**src/rtl/ins_fetch_queue.sv**
```systemverilog
// Fetch unit: owns the fetch PC and queues returned ICache words with a static next-PC prediction.
// JAL and backward branches predict taken; everything else falls through to pc + 4.
module ins_fetch_queue #(
  parameter int          QUEUE_DEPTH = 8,
  parameter logic [31:0] RESET_PC    = 32'h0
) (
  input  logic        clk,
  input  logic        rst_n,
  input  logic        rdy,
  output logic        fetch_enable,
  output logic [31:0] pc,
  input  logic        hit,
  input  logic [31:0] hit_data,
  output logic        iq_valid,
  output logic [31:0] iq_inst,
  output logic [31:0] iq_pc,
  output logic        iq_pred_taken,
  output logic [31:0] iq_pred_pc,
  input  logic        iq_ready,
  input  logic        flush,
  input  logic [31:0] flush_pc,
  output logic        iq_full
);

  localparam int                PTR_W      = $clog2(QUEUE_DEPTH);
  localparam int                CNT_W      = PTR_W + 1;
  localparam logic [CNT_W-1:0]  FULL_COUNT = CNT_W'(QUEUE_DEPTH);
  localparam logic [6:0]        OP_JAL     = 7'b1101111;
  localparam logic [6:0]        OP_BRANCH  = 7'b1100011;

  logic [PTR_W-1:0] head;
  logic [PTR_W-1:0] tail;
  logic [CNT_W-1:0] count;

  logic [31:0] inst_mem  [QUEUE_DEPTH];
  logic [31:0] pc_mem    [QUEUE_DEPTH];
  logic        taken_mem [QUEUE_DEPTH];
  logic [31:0] pred_mem  [QUEUE_DEPTH];

  logic        accept;
  logic        dequeue;
  logic        pred_taken;
  logic [31:0] pred_pc;
  logic [31:0] j_imm;
  logic [31:0] b_imm;

  assign iq_valid     = (count != '0);
  assign iq_full      = (count == FULL_COUNT);
  assign fetch_enable = rst_n & rdy & ~flush & ~iq_full;
  // A hit while fetch_enable is low belongs to the refill path and must not be queued.
  assign accept       = fetch_enable & hit;
  assign dequeue      = iq_valid & iq_ready & rdy & ~flush;

  assign j_imm = {{12{hit_data[31]}}, hit_data[19:12], hit_data[20], hit_data[30:21], 1'b0};
  assign b_imm = {{20{hit_data[31]}}, hit_data[7], hit_data[30:25], hit_data[11:8], 1'b0};

  always_comb begin
    pred_taken = 1'b0;
    pred_pc    = pc + 32'd4;
    if (hit_data[6:0] == OP_JAL) begin
      pred_taken = 1'b1;
      pred_pc    = pc + j_imm;
    end else if (hit_data[6:0] == OP_BRANCH && hit_data[31]) begin
      pred_taken = 1'b1;
      pred_pc    = pc + b_imm;
    end
  end

  // Entry storage carries no reset; count alone decides which entries are live.
  always_ff @(posedge clk) begin
    if (accept) begin
      inst_mem[tail]  <= hit_data;
      pc_mem[tail]    <= pc;
      taken_mem[tail] <= pred_taken;
      pred_mem[tail]  <= pred_pc;
    end
  end

  always_ff @(posedge clk or negedge rst_n) begin
    if (!rst_n) begin
      pc    <= RESET_PC;
      head  <= '0;
      tail  <= '0;
      count <= '0;
    end else if (rdy) begin
      if (flush) begin
        pc    <= flush_pc;
        head  <= '0;
        tail  <= '0;
        count <= '0;
      end else begin
        if (accept) begin
          tail <= tail + PTR_W'(1);
          pc   <= pred_pc;
        end
        if (dequeue) begin
          head <= head + PTR_W'(1);
        end
        count <= count + CNT_W'(accept) - CNT_W'(dequeue);
      end
    end
  end

  assign iq_inst       = inst_mem[head];
  assign iq_pc         = pc_mem[head];
  assign iq_pred_taken = taken_mem[head];
  assign iq_pred_pc    = pred_mem[head];

endmodule

```
**config.mk**
```make
export PLATFORM = sky130hd
export DESIGN_NAME = ins_fetch_queue
export DESIGN_NICKNAME = d
export VERILOG_FILES = /design/src/rtl/ins_fetch_queue.sv
export SDC_FILE = /design/constraint.sdc
export NUM_CORES = 1
export LEC_CHECK = 0
export BUFFER_PORTS_ARGS = -buffer_cell sky130_fd_sc_hd__buf_2
export CAP_MARGIN = 25
export CORE_UTILIZATION = 50
export CTS_CLUSTER_SIZE = 25
export DETAILED_ROUTE_END_ITERATION = 8
export PLACE_DENSITY = 0.79
export SLEW_MARGIN = 15
export SYNTH_ARGS = -nofsm -noshare
export SYNTH_HDL_FRONTEND = slang
export SYNTH_SLANG_ARGS = --single-unit
```
**constraint.sdc**
```tcl
create_clock -name clk -period 36.2 [get_ports clk]
set_clock_uncertainty 0.1 [all_clocks]
set_input_delay 9.05 -clock clk [delete_from_list [all_inputs] [get_ports clk]]
set_output_delay 9.05 -clock clk [all_outputs]
set_load 0.01 [all_outputs]
```
==> impl_metrics.sql <==
INSERT INTO impl_metrics (metric_group, metric, value, unit) VALUES
('global_routing', 'antenna_found_initial', '5', ''),
('timing', 'min_period_over_period', '54.1', '%'),
('pwr', 'internal_power', '0.00184', 'W'),
('cts', 'ctsRootBufferMaster', 'sky130_fd_sc_hd__clkbuf_16', ''),
('logic_synthesis', 'yosysWarningCount', '0', ''),
('cts', 'cts_htree_levels', '3', ''),
('logic_synthesis', 'mappedNetlistNets', '2055', ''),
('global_routing', 'grt_start_max_net_pins', '115', ''),
('worst_hold_path', 'worstHoldPathType', 'reg -> reg', ''),
('place', 'dp.cells', '3006', ''),
('timing', 'tightest_slew', '1.16', 'ns'),
('floorplanning', 'top_level_ports', '202', ''),
('logic_synthesis', 'synthArstFlopShare', '5.19', '%'),
('cts', 'post_cts_setup_buffers', '0', ''),
('logic_synthesis', 'synthFlopType', 'sky130_fd_sc_hd__edfxtp_1', ''),
('drt', 'post-route-drc-count', '0', ''),
('logic_synthesis', 'postSynthAreaPerCell', '18.1', 'um2'),
('timing', 'min_period', '19.57', 'ns'),
('pwr', 'static_power_due_to_leakage', '13.1', 'nW'),
('logic_synthesis', 'synth_area', '34800', 'um2'),
('worst_setup_path', 'crit_path_max_fanout', '37', ''),
('finish', 'stdcell_count', '3157', ''),
('worst_setup_path', 'critical-path-slowest-cell', 'sky130_fd_sc_hd__buf_2', ''),
('timing', 'max-slew-margin-rel', '22.6', '%'),
('finish', 'postLayoutCoreUtil', '57.9', '%'),
('logic_synthesis', 'synth-seq-cells', '810', ''),
('pwr', 'comb_power_share', '20.9', '%'),
('cts', 'ctsLongestPathBuffers', '3', ''),
('cts', 'cts.sink_count', '810', ''),
('pwr', 'power.total', '0.00252', 'W'),
('timing', 'setup_total_negative_slack', '0', 'ns'),
('drt', 'detailedRoute.firstIterationViolations', '2072', ''),
('finish', 'flow.area_growth_from_synthesis', '14.4', '%'),
('worst_setup_path', 'setup.worst_path.class', 'in -> out', ''),
('cts', 'cts-buffers-inserted', '81', ''),
('worst_setup_path', 'path_cells', 'buf_2 > inv_1 > nand2_1 > nor3b_1 > buf_2', ''),
('cts', 'cts_hold_repair.buffers', '0', ''),
('global_routing', 'grt_first_pass_wirelength', '124000', 'um'),
('floorplanning', 'initial_cell_density_of_the_core', '50.6', '%'),
('place', 'placement.io_buffers', '201', ''),
('timing', 'hold_violations', '0', ''),
('floorplanning', 'dieHeight', '266', 'um'),
('drt', 'routed_via_density', '6.19', ''),
('drt', 'antenna_left', '0', ''),
('pwr', 'clock_power_share', '34.7', '%'),
('drt', 'detail_route.wirelength', '84000', 'um'),
('pwr', 'power_switching', '0.000674', 'W'),
('pwr', 'power.share.sequential', '44.4', '%'),
('worst_setup_path', 'critical_path.max_stage_delay', '0.62', 'ns'),
('global_routing', 'grt_overflow_total', '0', ''),
('timing', 'drv_slew', '0', ''),
('timing', 'fin_worst_hold_slack', '0.487', 'ns'),
('place', 'placed_wire_length_estimate_after_detailed_placement', '49700', 'um'),
('logic_synthesis', 'count_of_flip_flops_with_a_built_in_enable_after_synthesis', '768', ''),
('worst_setup_path', 'crit_required', '27.05', 'ns'),
('global_routing', 'grt.total_usage', '23.7', '%'),
('worst_setup_path', 'timing.critical_path.mode_cell', 'sky130_fd_sc_hd__buf_2', ''),
('finish', 'nNetsFinal', '2287', ''),
('logic_synthesis', 'synth_cell_types', '93', ''),
('floorplanning', 'std_cell_rows', '96', ''),
('logic_synthesis', 'synth_sequential_area_ratio', '69.2', '%'),
('cts', 'cts.reportedPaths.clkPinSlew', '0.06', 'ns'),
('finish', 'final_layout_size_suffix_gt1_share', '31.4', '%'),
('floorplanning', 'die_x', '266', 'um'),
('drt', 'route.detailed.wl_per_inst', '26.6', 'um'),
('floorplanning', 'core-area', '68800', 'um2'),
('status', 'outcome', 'complete, no violations', ''),
('drt', 'drt_first_pass_iters', '5', ''),
('logic_synthesis', 'synthCells', '1930', ''),
('drt', 'dr_total_vias', '19600', ''),
('finish', 'insertedDiodeCount', '0', '');
worst paths after layout:
| check | endpoint | slack (ns) | startpoint | cells after the start |
|---|---|---|---|---|
| min reg2reg | count[3] | 0.49 | count[3] | 2 |
| max reg2reg | pc[31] | 31.67 | pc[1] | 12 |
| min | count[3] | 0.49 | count[3] | 2 |
| max in group asynchronous | head[2] | 27.14 | rst_n | 2 |
| min in group asynchronous | pc[0] | 8.41 | rst_n | 2 |
| max | fetch_enable | 16.63 | flush | 5 |
sequential cells by signal (all words and copies together) (netlist names):
name / count
pc: 32
count: 4
taken_mem: 8
pc_mem: 256
head: 3
pred_mem: 248
inst_mem: 256
tail: 3
critical path: cells and delay by family:
family        cells  cell delay [ns]
buf+inv           3             1.10
simple gates      2             0.26
through the flow:
step | setup slack (ns) | area, um2
after floorplan | 15.04 | 34800
after global placement | 16.73 | 37000
after detailed placement | 16.65 | 37000
after CTS | 16.65 | 39800
after global routing | 16.51 | 39900
final | 16.63 | 39900
power groups by stage:
| stage | Clock, W | Combinational, W | Sequential (W) |
|---|---|---|---|
| floorplan | 0 | 0.000366 | 0.00113 |
| global placement | 0 | 0.000514 | 0.00114 |
| detailed placement | 0 | 0.000523 | 0.00114 |
| CTS | 0.000884 | 0.000527 | 0.00112 |
| global route | 0.000918 | 0.000569 | 0.00112 |
| finish | 0.000873 | 0.000527 | 0.00112 |
area by class of cell:
type | count | area (um2)
clock inverter | 50 | 668
inverter | 27 | 101
tap | 931 | 1160
multi-input combinational | 995 | 10300
timing repair buffer | 247 | 1390
clock buffer | 97 | 2130
sequential | 810 | 24100
fill | 5062 | 29000
cells in the final DEF, fill, tap and decap left out, types with 28 or more instances in the layout:
cell type                     n
sky130_fd_sc_hd__edfxtp_1   768
sky130_fd_sc_hd__buf_2      201
sky130_fd_sc_hd__mux4_2     192
sky130_fd_sc_hd__mux2_2      99
sky130_fd_sc_hd__nand2_1     83
sky130_fd_sc_hd__clkbuf_16   81
sky130_fd_sc_hd__a21oi_1     72
sky130_fd_sc_hd__nor2_1      62
sky130_fd_sc_hd__ha_1        52
sky130_fd_sc_hd__o21ai_0     48
sky130_fd_sc_hd__buf_4       41
sky130_fd_sc_hd__dfrtp_1     39
sky130_fd_sc_hd__xor2_1      28
logic make-up (layout without fill, tap and decap cells):
family	count (synthesis)	after routing	share of synthesized area [%]
DFF	810	810	69.2
muxes	312	312	16.2
AOI/OAI and AO/OA	291	291	5.63
and+or+nand+nor	287	287	4.15
buffers and inverters	125	421	1.51
adders and majority gates	55	55	2.04
xor gates and xnor gates	50	50	1.26
per-layer routing:
layer  track usage [%]  share of wire (%)
met5                 0              0.056
met4              6.24                2.3
met3              4.68                7.5
met2              38.6                 49
met1              32.9                 41
cell usage after synthesis (20+ instances only):
cell type	count	area [um2]
sky130_fd_sc_hd__a21oi_1	73	365
sky130_fd_sc_hd__edfxtp_1	768	23100
sky130_fd_sc_hd__xor2_1	28	245
sky130_fd_sc_hd__nor2_1	63	236
sky130_fd_sc_hd__inv_1	25	93.8
sky130_fd_sc_hd__dfrtp_1	42	1050
sky130_fd_sc_hd__xnor2_1	22	193
sky130_fd_sc_hd__ha_1	52	651
sky130_fd_sc_hd__nand2_1	83	312
sky130_fd_sc_hd__clkbuf_1	63	236
sky130_fd_sc_hd__mux2i_1	20	200
sky130_fd_sc_hd__mux2_2	99	1110
sky130_fd_sc_hd__a21o_1	26	195
sky130_fd_sc_hd__buf_1	27	101
sky130_fd_sc_hd__mux4_2	192	4320
sky130_fd_sc_hd__o21ai_0	48	240
sky130_fd_sc_hd__nand3_1	25	125
Power figures use the tool's default switching activity.
